File: src/rtl/ads1115_i2c_target.sv
`default_nettype none
// ============================================================================
// Module      : ads1115_i2c_target
// Description : I2C target that emulates the ADS1115 register map so that the
//               ADS1115 master logic can be exercised without a real
//               converter.
//               Pointer 00 : conversion register (read-only, fed by conv_data)
//               Pointer 01 : config register
//               Pointer 10 : Lo_thresh register
//               Pointer 11 : Hi_thresh register
// Ports       : clk, rst      - system clock (>= 20x SCL), sync active-high rst
//               scl_in/sda_in - raw bus lines, asynchronous to clk
//               sda_oe        - 1 = pull SDA low (open-drain)
//               conv_data     - value returned for pointer 00
//               config_reg    - current config register contents
//               config_wr     - one-cycle pulse on a committed config write
//               pointer       - current register pointer
//               busy          - addressed transaction in progress
// Revision    : 1.0 - initial release
// ============================================================================
module ads1115_i2c_target #(
    parameter logic [6:0]  ADDR       = 7'b1001000,
    parameter logic [15:0] CONFIG_RST = 16'h8583,
    parameter logic [15:0] LO_RST     = 16'h8000,
    parameter logic [15:0] HI_RST     = 16'h7FFF
) (
    input  logic        clk,
    input  logic        rst,
    input  logic        scl_in,
    input  logic        sda_in,
    output logic        sda_oe,
    input  logic [15:0] conv_data,
    output logic [15:0] config_reg,
    output logic        config_wr,
    output logic [1:0]  pointer,
    output logic        busy
);

    typedef enum logic [3:0] {
        S_IDLE, S_ADDR, S_ADDR_ACK, S_PTR, S_PTR_ACK,
        S_WDATA, S_WDATA_ACK, S_RDATA, S_RDATA_ACK, S_IGNORE
    } state_t;

    state_t      r_state;
    logic        r_scl_s1, r_scl_s2, r_scl_d;
    logic        r_sda_s1, r_sda_s2, r_sda_d;
    logic [6:0]  r_shift;
    logic [3:0]  r_bit_cnt;
    logic [1:0]  r_byte_idx;
    logic        r_rw;
    logic        r_rd_byte;     // 0 = MSB in flight, 1 = LSB in flight
    logic        r_mack;        // master acknowledged the last read byte
    logic [15:0] r_tx;
    logic [7:0]  r_hold_msb;
    logic [15:0] r_lo;
    logic [15:0] r_hi;

    logic        w_scl_rise, w_scl_fall, w_start, w_stop;
    logic [7:0]  w_byte;
    logic [15:0] w_snap;

    assign w_scl_rise = r_scl_s2 & ~r_scl_d;
    assign w_scl_fall = ~r_scl_s2 & r_scl_d;
    assign w_start    = r_scl_s2 & r_scl_d & r_sda_d & ~r_sda_s2;
    assign w_stop     = r_scl_s2 & r_scl_d & ~r_sda_d & r_sda_s2;
    // Byte as it stands once the bit on the current rising edge is shifted in.
    assign w_byte     = {r_shift, r_sda_s2};

    always_comb begin
        w_snap = conv_data;
        case (pointer)
            2'b00:   w_snap = conv_data;
            2'b01:   w_snap = config_reg;
            2'b10:   w_snap = r_lo;
            default: w_snap = r_hi;
        endcase
    end

    // Idle bus level is high, so the synchronisers reset to 1 to avoid a
    // phantom START/STOP right after reset.
    always_ff @(posedge clk) begin
        if (rst) begin
            {r_scl_s1, r_scl_s2, r_scl_d} <= 3'b111;
            {r_sda_s1, r_sda_s2, r_sda_d} <= 3'b111;
        end else begin
            r_scl_s1 <= scl_in;
            r_scl_s2 <= r_scl_s1;
            r_scl_d  <= r_scl_s2;
            r_sda_s1 <= sda_in;
            r_sda_s2 <= r_sda_s1;
            r_sda_d  <= r_sda_s2;
        end
    end

    // ACK states share one pattern: the first SCL fall after the 8th bit
    // drives the ACK, the next fall (end of the 9th clock) moves on. sda_oe
    // itself tells the two falls apart.
    always_ff @(posedge clk) begin
        if (rst) begin
            r_state    <= S_IDLE;
            sda_oe     <= 1'b0;
            busy       <= 1'b0;
            config_wr  <= 1'b0;
            pointer    <= 2'b00;
            config_reg <= CONFIG_RST;
            r_lo       <= LO_RST;
            r_hi       <= HI_RST;
            r_shift    <= 7'd0;
            r_bit_cnt  <= 4'd0;
            r_byte_idx <= 2'd0;
            r_rw       <= 1'b0;
            r_rd_byte  <= 1'b0;
            r_mack     <= 1'b0;
            r_tx       <= 16'd0;
            r_hold_msb <= 8'd0;
        end else begin
            config_wr <= 1'b0;
            if (w_start) begin
                r_state   <= S_ADDR;
                r_bit_cnt <= 4'd0;
                sda_oe    <= 1'b0;
            end else if (w_stop) begin
                r_state <= S_IDLE;
                sda_oe  <= 1'b0;
                busy    <= 1'b0;
            end else begin
                case (r_state)
                    S_ADDR: if (w_scl_rise) begin
                        r_shift   <= w_byte[6:0];
                        r_bit_cnt <= r_bit_cnt + 4'd1;
                        if (r_bit_cnt == 4'd7) begin
                            if (w_byte[7:1] == ADDR) begin
                                r_state <= S_ADDR_ACK;
                                r_rw    <= w_byte[0];
                                busy    <= 1'b1;
                            end else begin
                                r_state <= S_IGNORE;
                                busy    <= 1'b0;
                            end
                        end
                    end
                    S_ADDR_ACK: if (w_scl_fall) begin
                        if (!sda_oe) begin
                            sda_oe <= 1'b1;
                        end else if (r_rw) begin
                            r_tx      <= w_snap;
                            sda_oe    <= ~w_snap[15];
                            r_bit_cnt <= 4'd0;
                            r_rd_byte <= 1'b0;
                            r_state   <= S_RDATA;
                        end else begin
                            sda_oe    <= 1'b0;
                            r_bit_cnt <= 4'd0;
                            r_state   <= S_PTR;
                        end
                    end
                    S_PTR: if (w_scl_rise) begin
                        r_shift   <= w_byte[6:0];
                        r_bit_cnt <= r_bit_cnt + 4'd1;
                        if (r_bit_cnt == 4'd7) begin
                            if (w_byte[7:2] == 6'd0) begin
                                pointer <= w_byte[1:0];
                                r_state <= S_PTR_ACK;
                            end else begin
                                r_state <= S_IGNORE;
                            end
                        end
                    end
                    S_PTR_ACK, S_WDATA_ACK: if (w_scl_fall) begin
                        if (!sda_oe) begin
                            sda_oe <= 1'b1;
                        end else begin
                            sda_oe    <= 1'b0;
                            r_bit_cnt <= 4'd0;
                            r_state   <= S_WDATA;
                            if (r_state == S_PTR_ACK) r_byte_idx <= 2'd0;
                        end
                    end
                    S_WDATA: if (w_scl_rise) begin
                        r_shift   <= w_byte[6:0];
                        r_bit_cnt <= r_bit_cnt + 4'd1;
                        if (r_bit_cnt == 4'd7) begin
                            case (r_byte_idx)
                                2'd0: begin
                                    r_hold_msb <= w_byte;
                                    r_byte_idx <= 2'd1;
                                    r_state    <= S_WDATA_ACK;
                                end
                                2'd1: begin
                                    case (pointer)
                                        2'b01: begin
                                            config_reg <= {r_hold_msb, w_byte};
                                            config_wr  <= 1'b1;
                                        end
                                        2'b10:   r_lo <= {r_hold_msb, w_byte};
                                        2'b11:   r_hi <= {r_hold_msb, w_byte};
                                        default: ;  // conversion register is read-only
                                    endcase
                                    r_byte_idx <= 2'd2;
                                    r_state    <= S_WDATA_ACK;
                                end
                                default: r_state <= S_IGNORE;
                            endcase
                        end
                    end
                    // r_tx[15] is always the bit on the wire; shift on each fall.
                    S_RDATA: begin
                        if (w_scl_rise) begin
                            r_bit_cnt <= r_bit_cnt + 4'd1;
                        end else if (w_scl_fall) begin
                            r_tx <= {r_tx[14:0], 1'b0};
                            if (r_bit_cnt == 4'd8) begin
                                sda_oe  <= 1'b0;
                                r_state <= S_RDATA_ACK;
                            end else begin
                                sda_oe <= ~r_tx[14];
                            end
                        end
                    end
                    S_RDATA_ACK: begin
                        if (w_scl_rise) begin
                            r_mack <= ~r_sda_s2;
                        end else if (w_scl_fall) begin
                            if (r_mack) begin
                                r_bit_cnt <= 4'd0;
                                r_state   <= S_RDATA;
                                if (!r_rd_byte) begin
                                    r_rd_byte <= 1'b1;
                                    sda_oe    <= ~r_tx[15];
                                end else begin
                                    r_tx      <= w_snap;
                                    sda_oe    <= ~w_snap[15];
                                    r_rd_byte <= 1'b0;
                                end
                            end else begin
                                r_state <= S_IGNORE;
                            end
                        end
                    end
                    default: ;  // S_IDLE, S_IGNORE: wait for START or STOP
                endcase
            end
        end
    end

endmodule
`default_nettype wire

File: config.mk
export PLATFORM = sky130hd
export DESIGN_NAME = ads1115_i2c_target
export DESIGN_NICKNAME = d
export VERILOG_FILES = /design/src/rtl/ads1115_i2c_target.sv
export SDC_FILE = /design/constraint.sdc
export NUM_CORES = 1
export LEC_CHECK = 0
export BUFFER_PORTS_ARGS = -buffer_cell sky130_fd_sc_hd__buf_4
export CORE_UTILIZATION = 40
export CTS_BUF_LIST = sky130_fd_sc_hd__clkbuf_8
export DETAILED_ROUTE_END_ITERATION = 6
export GPL_TIMING_DRIVEN = 1
export PLACE_DENSITY_LB_ADDON = 0.3
export SYNTH_ARGS = -nofsm -noshare
export SYNTH_HDL_FRONTEND = slang
export SYNTH_SLANG_ARGS = --single-unit
File: constraint.sdc
create_clock -name clk -period 3 [get_ports clk]
set_input_delay 0.15 -clock clk [delete_from_list [all_inputs] [get_ports clk]]
set_output_delay 0.15 -clock clk [all_outputs]
set_load 0.01 [all_outputs]
Word level (Yosys, flattened, before mapping)
Cells that the tools add are included.
{"block": "totals", "elab_cells": 209, "inputBits": 20, "reg_bits": 103}
{"block": "op_classes", "n_reduce_logical": 37, "add_sub_neg": 1, "eq_ne": 53, "muxes": 75, "bitwise_logic": 20}
{"operator": "two-way mux 16 bit", "n": 9}
{"operator": "two-way mux 4 bit", "n": 25}
{"operator": "case mux 16 bit (3 select lines)", "n": 2}
{"operator": "inequality test 4 bit (second input constant)", "n": 15}
{"operator": "inequality test 2 bit (second input constant)", "n": 19}
{"operator": "AND reduction 16 bit", "n": 2}
{"operator": "case mux 4 bit (7 select lines)", "n": 1}
{"operator": "two-way mux 1 bit", "n": 27}
{"operator": "AND reduction 7 bit", "n": 3}
{"operator": "equality test 4 x 3 -> 1 bit (second input constant)", "n": 5}
{"operator": "AND reduction 6 bit", "n": 3}
{"operator": "AND reduction 9 bit", "n": 2}
{"operator": "AND reduction 8 bit", "n": 2}
{"operator": "inverter 1 bit", "n": 13}
{"operator": "case mux 4 bit (3 select lines)", "n": 1}
{"operator": "AND reduction 12 bit", "n": 1}
{"operator": "AND reduction 4 bit", "n": 3}
{"operator": "two-way mux 2 bit", "n": 5}
{"operator": "nonzero test 2 bit", "n": 5}
{"operator": "nonzero test 9 bit", "n": 1}
{"operator": "OR reduction 3 bit", "n": 3}
{"operator": "equality test 4 x 2 -> 1 bit (second input constant)", "n": 2}
{"operator": "equality test 4 bit (second input constant)", "n": 2}
{"operator": "case mux 2 bit (2 select lines)", "n": 2}
{"operator": "19 further kinds", "n": 33}

Logic depth before layout (Yosys ltp)
Gate-level depths: netlist of the first run.
{"block": "depth", "word_depth": 8, "mapped_depth": 8}

Worst setup path before layout of the first run
No wires, ideal clock.
{"block": "synth_timing", "path_type": "register -> register", "startpoint": "reg r_state[1]", "endpoint": "reg r_lo[5]", "synth_period_minus_slack_ns": 1.826, "arrival_ns": 1.699, "slack_ns": 1.174, "stages_incl_launch_ff": 8, "setup_ns": 0.128, "path_cell_list": "dfxtp_1 > or3b_4 > nor4_2 > and3b_1 > buf_6 > buf_12 > mux2i_1 > nor2_1"}
{"block": "synth_via", "elab_chain_len": 2}
{"item": "start, declared", "line_no": "44", "source": "state_t r_state;"}
{"item": "start signal, assigned", "line_no": "100", "source": "r_state <= S_IDLE;"}
{"item": "start signal, assigned", "line_no": "119", "source": "r_state <= S_ADDR;"}
{"item": "start signal, assigned", "line_no": "123", "source": "r_state <= S_IDLE;"}
{"item": "equality test 4 x 3 -> 1 bit", "line_no": "127", "source": "case (r_state)"}
{"item": "AND reduction 7 bit (no source line)"}
{"item": "end signal, assigned", "line_no": "195", "source": "2'b10: r_lo <= {r_hold_msb, w_byte};"}
{"item": "end, declared", "line_no": "55", "source": "logic [15:0] r_lo;"}
Every way passes these cells.
A chain may end at the register's enable or synchronous reset.

Worst setup path in the final report of the first run
{"block": "layout_timing", "startpoint": "reg r_state[3]", "endpoint": "reg r_bit_cnt[1]"}
{"block": "layout_via", "elab_chain_len": 4, "word_cells_on_any_way": 19, "cone_classes": "14 x eq/ne; 1 x mux; 4 x reduce/logical"}
{"item": "equality test 4 x 3 -> 1 bit (tied with other cells)", "line_no": "127"}
{"item": "OR reduction 4 bit (no source line) or OR reduction 3 bit (tied branches)"}
{"item": "inequality test 2 x 1 -> 1 bit (no source line) or nonzero test 3 bit (tied branches)"}
{"item": "AND reduction 8 bit (no source line)"}
{"item": "end signal, assigned", "line_no": "130", "source": "r_bit_cnt <= r_bit_cnt + 4'd1;"}
{"item": "end signal, assigned", "line_no": "159", "source": "r_bit_cnt <= r_bit_cnt + 4'd1;"}
{"item": "end signal, assigned", "line_no": "181", "source": "r_bit_cnt <= r_bit_cnt + 4'd1;"}
{"item": "end, declared", "line_no": "48", "source": "logic [3:0] r_bit_cnt;"}
Parallel ways exist; a longest one is shown, timed or not.

==> flow_metrics.py, run 1 <==
metrics = {
    "sta": {
        "max_clock_freq_mhz": 395,
        "worst_slack_ns": 0.468,
        "finalCritPeriodShare_pct": 84.4,
        "rsz0062_at_grt": "false",
        "setup_viol": 0,
        "tns_ns": 0,
        "hold_viol": 0,
        "tightest_slew_ns": 0.850,
        "maxSlewHeadroom_pct": 43.3,
        "finalMaxSlewViolations": 0,
        "min_period_ns": 2.53,
        "finalClockSkew_ns": 0.0137,
    },
    "grt": {
        "antenna_found_initial": 0,
        "track_usage_pct": 19.7,
        "grt_max_degree": 84,
        "grt_pass1_wl_um": 20000,
        "first_global_vias": 3816,
        "grt-ovfl-total": 0,
    },
    "final_layout": {
        "drive_gt1_share_pct": 20.8,
        "fillers": 1186,
        "utilization_pct": 46.7,
        "fin_nets": 575,
        "antennaDiodeCount": 0,
        "syn_to_final_growth_pct": 12.8,
    },
    "setup_path": {
        "worstSetupEndpointType": "register",
        "path_class": "register to register",
        "timing.rr.start": "r_state[3]",
        "startpoint_type": "register",
        "cp.arrival_ns": 2.83,
        "required_ns": 3.30,
        "startpoint": "r_state[3]",
        "cp_max_fo": 18,
    },
    "logic_synthesis": {
        "netlist_instances": 524,
        "postSynthAreaPerCell_um2": 9.58,
        "synth_xor_area_share_pct": 0.349,
        "yosysTopAreaCellShare_pct": 41.1,
        "synthSimpleGateAreaFrac_pct": 18.9,
        "synth_area_leaders": "dfxtp_1 41%, mux2i_1 11%, mux4_2 7.2%",
        "synth_edf_count": 0,
        "syn_area_um2": 5020,
        "synth.mux.area_fraction_pct": 18.6,
        "synth-async-reset-ratio_pct": 0,
        "synth_top_family_by_area": "simple AND/OR/NAND/NOR gates",
        "syn_nets": 546,
        "yosysWarnings": 0,
        "synth.largest_area_cell": "dfxtp_1",
        "postSynthRegisterBits": 103,
        "synth.most_common_cell": "dfxtp_1",
        "synth_cell_type_count": 68,
        "synth_compound_area_share_pct": 14.3,
        "yosysSeqAreaShare_pct": 41.1,
        "synth_common_cells": "103 x dfxtp_1, 87 x nor2_1, 55 x mux2i_1",
        "synth_ff_type": "dfxtp_1",
        "synth_adder_area_share_pct": 0.698,
    },
    "job": {
        "drv_cap": 0,
    },
    "placed_design": {
        "place.gp.congestion": 0.905,
        "dp_hpwl_um": 8390,
        "portBuffers": 40,
        "place_ws_ns": 0.590,
    },
    "cts": {
        "cts_buffers": 9,
        "cts_root_buffer": "clkbuf_8",
        "cts_tree": "yes",
        "clock_sinks": 103,
        "cts-resized-gates": 0,
        "worstSkewPairLatency_ns": 0.37,
        "post-cts-setup-buffers": 0,
        "clkTransAtPathRegs_ns": 0.10,
        "clockBufferDepth": 2,
        "htree_levels": 3,
    },
    "drt": {
        "final_antenna_net_count": 0,
        "routed_wl_um": 12100,
        "drcViolationCount": 0,
        "drt_pass1_iterations": 5,
        "first_iter_violations": 212,
        "detail_route.wl_per_cell_um": 16.6,
        "vias": 4028,
        "vias_per_cell": 5.55,
    },
    "floorplanning": {
        "coreArea_um2": 12100,
        "fp.dieArea_um2": 13000,
        "num_rows": 40,
        "die_h_um": 114,
        "start_util_pct": 41.4,
        "die_w_um": 114,
        "ios": 41,
    },
    "pwr": {
        "p_int_uw": 2070,
        "power_per_cell_area_nw_per_um2": 548,
        "power_frac_clock_pct": 27.3,
        "power.switching_uw": 1030,
        "peakVddDrop_v": 0.000235,
        "leakagePower_uw": 0.00212,
        "total_power_uw": 3100,
        "p_comb_share_pct": 24.4,
        "seq_power_share_pct": 48.3,
        "p_sw_share_pct": 33.3,
    },
    "status": {
        "status": "finished clean",
    },
    "hold_path": {
        "hp-start": "conv_data[0]",
        "hp-class": "input port to register",
    },
}
cell families after synthesis:
logic type      Yosys count
simple gates            185
mux                      73
flops                   103
fa+ha+maj                 3
compound gates           96
buf+inv                  62
xor+xnor                  2
cell type report:
class | count | area [µm²] | share of cell area (%)
Sequential cell | 103 | 2060 | 36.4
Clock buffer | 11 | 151 | 2.68
Clock inverter | 5 | 41.3 | 0.730
Multi-Input combinational cell | 359 | 2660 | 47.0
Timing Repair Buffer | 58 | 453 | 8.00
Inverter | 22 | 82.6 | 1.46
Tap cell | 168 | 210 | 3.71
routing by layer:
metal | wire length (µm) | GRT usage (%)
met2 | 5340 | 30.1
met5 | 0 | 0
met3 | 594 | 2.82
met1 | 5940 | 28.2
met4 | 192 | 7.27
repair_timing:
item / in CTS / in global routing
hold buffers: 2 / 0
setup endpoints to repair: 0 / 0
hold endpoints to repair: 2 / 0
final timing paths:
check / endpoint / slack (ns) / depth (start not counted)
worst max-delay path: r_bit_cnt[1] / 0.47 / 5
worst min-delay path: r_tx[0] / 0.30 / 4
worst max register to register: r_bit_cnt[1] / 0.47 / 5
worst min register to register: r_sda_s2 / 0.42 / 1
stage by stage:
stage,cells,cell area (µm²),hold WS [ns]
2_1_floorplan,524,5020,0.254
3_5_place_dp,708,5450,0.336
6_report,726,5660,0.302
3_3_place_gp,708,5450,0.338
4_1_cts,726,5660,0.301
5_1_grt,726,5660,0.339
power groups by stage:
stage | Sequential [µW] | Combinational, µW | Clock, µW
4_1_cts | 1490 | 737 | 869
2_1_floorplan | 1470 | 634 | 0
3_3_place_gp | 1520 | 724 | 0
6_report | 1500 | 756 | 847
3_5_place_dp | 1520 | 732 | 0
5_1_grt | 1500 | 818 | 930
cell usage in the layout (no fill, tap or decap), types with 2 or more instances in the layout:
cell type      instances
a211o_1               24
a211oi_1              18
a21bo_2                2
a21oi_1               21
a31oi_1                2
and2b_1                2
and3b_1                3
buf_4                 55
clkbuf_8              11
clkinv_4               2
dfxtp_1              103
dlygate4sd3_1          2
ha_1                   2
inv_1                 22
mux2_2                 2
mux2i_1               55
mux4_2                16
nand2_1               19
nand2b_1               7
nand3_1               17
nand3b_1               3
nand4_1                2
nor2_1                87
nor2b_1                3
nor3_1                11
nor4_1                 2
nor4bb_1               2
o2111ai_1              2
o21a_1                 2
o21ai_0                6
o32a_1                 2
o32ai_1                2
or2_2                 11
xnor2_1                2
critical path, cell delays in order (launching register included):
cell	delay (ns)
dfxtp_1	0.70
nor4b_2	0.47
nand3_1	0.21
a222oi_1	0.60
mux2_2	0.40
nor2_1	0.08
Power figures use the tool's default switching activity.
==> run 2, diff against run 1 <==
==> constraint.sdc (replaced) <==
create_clock -name clk -period 2.7 [get_ports clk]
set_input_delay 0.135 -clock clk [delete_from_list [all_inputs] [get_ports clk]]
set_output_delay 0.135 -clock clk [all_outputs]
set_load 0.01 [all_outputs]
==> run 2 against run 1 <==
Net effect:
- fmax up 15%
- critical path depth increased by 1
- largest power group unchanged
- clock power grew 29%
- die area is the same
- final cell count is 0.96% higher
- worst setup slack improved by 0.032 ns
- core utilization increased by 0.59 points
- power rose by 17%
- via count barely moved
- wire length is 1.7% higher
- global-route usage is 0.25 points higher
- clock skew is 0.0020 ns lower
- critical endpoint is now r_tx[0]
==> flow_metrics.py, run 2 (same netlist as run 1, synthesis figures left out) <==
metrics = {
    "placed_design": {
        "place.gp.congestion": 0.930,
        "dpl_cell_area_um2": 5490,
        "portBuffers": 40,
        "dp_hpwl_um": 8490,
        "place_inst": 715,
    },
    "setup_path": {
        "cp_max_fo": 32,
        "startpoint_type": "register",
        "reg2reg_slack_ns": 0.50,
        "rr_worst_depth": 6,
        "cp.arrival_ns": 2.51,
        "timing.rr.start": "r_state[0]",
        "startpoint": "r_state[0]",
        "required_ns": 3.01,
        "path_class": "register to register",
        "worstSetupEndpointType": "register",
        "crit_path_end": "r_tx[0]",
        "r2r_end": "r_tx[0]",
    },
    "grt": {
        "grt_pass1_wl_um": 20300,
        "first_global_vias": 3876,
        "grt-ovfl-total": 0,
        "antenna_found_initial": 0,
        "track_usage_pct": 19.9,
        "grt_max_degree": 72,
    },
    "drt": {
        "wl_met1_um": 6080,
        "vias_per_cell": 5.49,
        "first_iter_violations": 255,
        "final_antenna_net_count": 0,
        "routed_wl_um": 12300,
        "vias": 4026,
        "topRoutingLayerUsed": "met4",
        "detail_route.wl_per_cell_um": 16.7,
        "met2_length_um": 5480,
        "wl_met3_um": 567,
        "drt_pass1_iterations": 5,
        "drcViolationCount": 0,
    },
    "status": {
        "status": "finished clean",
    },
    "cts": {
        "clkTransAtPathRegs_ns": 0.10,
        "htree_levels": 3,
        "cts-resized-gates": 0,
        "post-cts-setup-buffers": 0,
        "clock_sinks": 103,
        "clockBufferDepth": 2,
        "cts_tree": "yes",
        "worstSkewPairLatency_ns": 0.38,
        "cts_buffers": 9,
        "cts_root_buffer": "clkbuf_8",
    },
    "final_layout": {
        "fin_nets": 582,
        "antennaDiodeCount": 0,
        "drive_gt1_share_pct": 21.4,
        "syn_to_final_growth_pct": 14.2,
        "fin_area_um2": 5730,
        "instances_no_fill": 733,
        "final_common_cell": "dfxtp_1",
        "final_cell_mix": "103 x dfxtp_1, 87 x nor2_1, 63 x buf_4",
    },
    "floorplanning": {
        "num_rows": 40,
        "ios": 41,
        "fp.dieArea_um2": 13000,
        "die_h_um": 114,
        "die_w_um": 114,
        "coreArea_um2": 12100,
        "start_util_pct": 41.4,
    },
    "sta": {
        "finalMaxSlewViolations": 0,
        "finalClockSkew_ns": 0.0117,
        "tightest_slew_ns": 0.756,
        "finalCritPeriodShare_pct": 81.5,
        "tns_ns": 0,
        "setup_viol": 0,
        "min_period_ns": 2.20,
        "hold_viol": 0,
        "maxSlewHeadroom_pct": 49.5,
        "rsz0062_at_grt": "false",
        "max_clock_freq_mhz": 455,
    },
    "job": {
        "drv_cap": 0,
    },
    "pwr": {
        "peakVddDrop_v": 0.000310,
        "leakagePower_uw": 0.00217,
        "power_per_cell_area_nw_per_um2": 635,
        "total_power_uw": 3640,
    },
    "hold_path": {
        "min_path_cells": 4,
        "hp-class": "input port to register",
    },
}
-- run 2: through the flow --
step / setup WS [ns] / util, % / hold WS, ns
after global placement: 0.557 / 45.3 / 0.320
after floorplan: 0.874 / - / 0.239
final: 0.500 / 47.3 / 0.291
after detailed placement: 0.542 / 45.3 / 0.324
after global routing: 0.307 / 47.3 / 0.320
after CTS: 0.524 / 47.3 / 0.272
-- run 2: worst min path at each step --
stage	startpoint	endpoint	slack, ns
3_5_place_dp	scl_in	r_scl_s1	0.32
5_1_grt	rst	r_lo[14]	0.32
4_1_cts	conv_data[0]	r_tx[0]	0.27
6_report	conv_data[0]	r_tx[0]	0.29
2_1_floorplan	scl_in	r_scl_s1	0.24
3_3_place_gp	scl_in	r_scl_s1	0.32
-- run 2: what timing repair did --
item                                    CTS  global route
endpoints found under the setup margin    0             0
hold buffers                              2             0
hold endpoints to repair                  2             0
-- run 2: layout make-up --
cell class / instances / area (µm²)
Sequential cell: 103 / 2060
Inverter: 22 / 82.6
Timing Repair Buffer: 65 / 493
Clock buffer: 11 / 151
Multi-Input combinational cell: 359 / 2660
Fill cell: 1159 / 6380
Clock inverter: 5 / 72.6
Tap cell: 168 / 210
-- run 2: worst max-delay path: stages, from the launching register on --
cell	delay [ns]
dfxtp_1	0.53
or4b_1	0.74
o21ai_1	0.26
nor3_2	0.06
buf_4	0.23
nand2b_1	0.18
a21oi_1	0.13
-- run 2: report_power, final --
group	switching (µW)	total [µW]	internal, µW
clock	524	1090	566
combinational	535	913	377
sequential	70.6	1630	1560
-- run 2: per-layer routing --
layer  GRT usage [%]  vias up
met5               0        -
met4            4.59        0
met3            3.93       14
met2            30.3      118
met1            29.1     1940
li1                -     1954
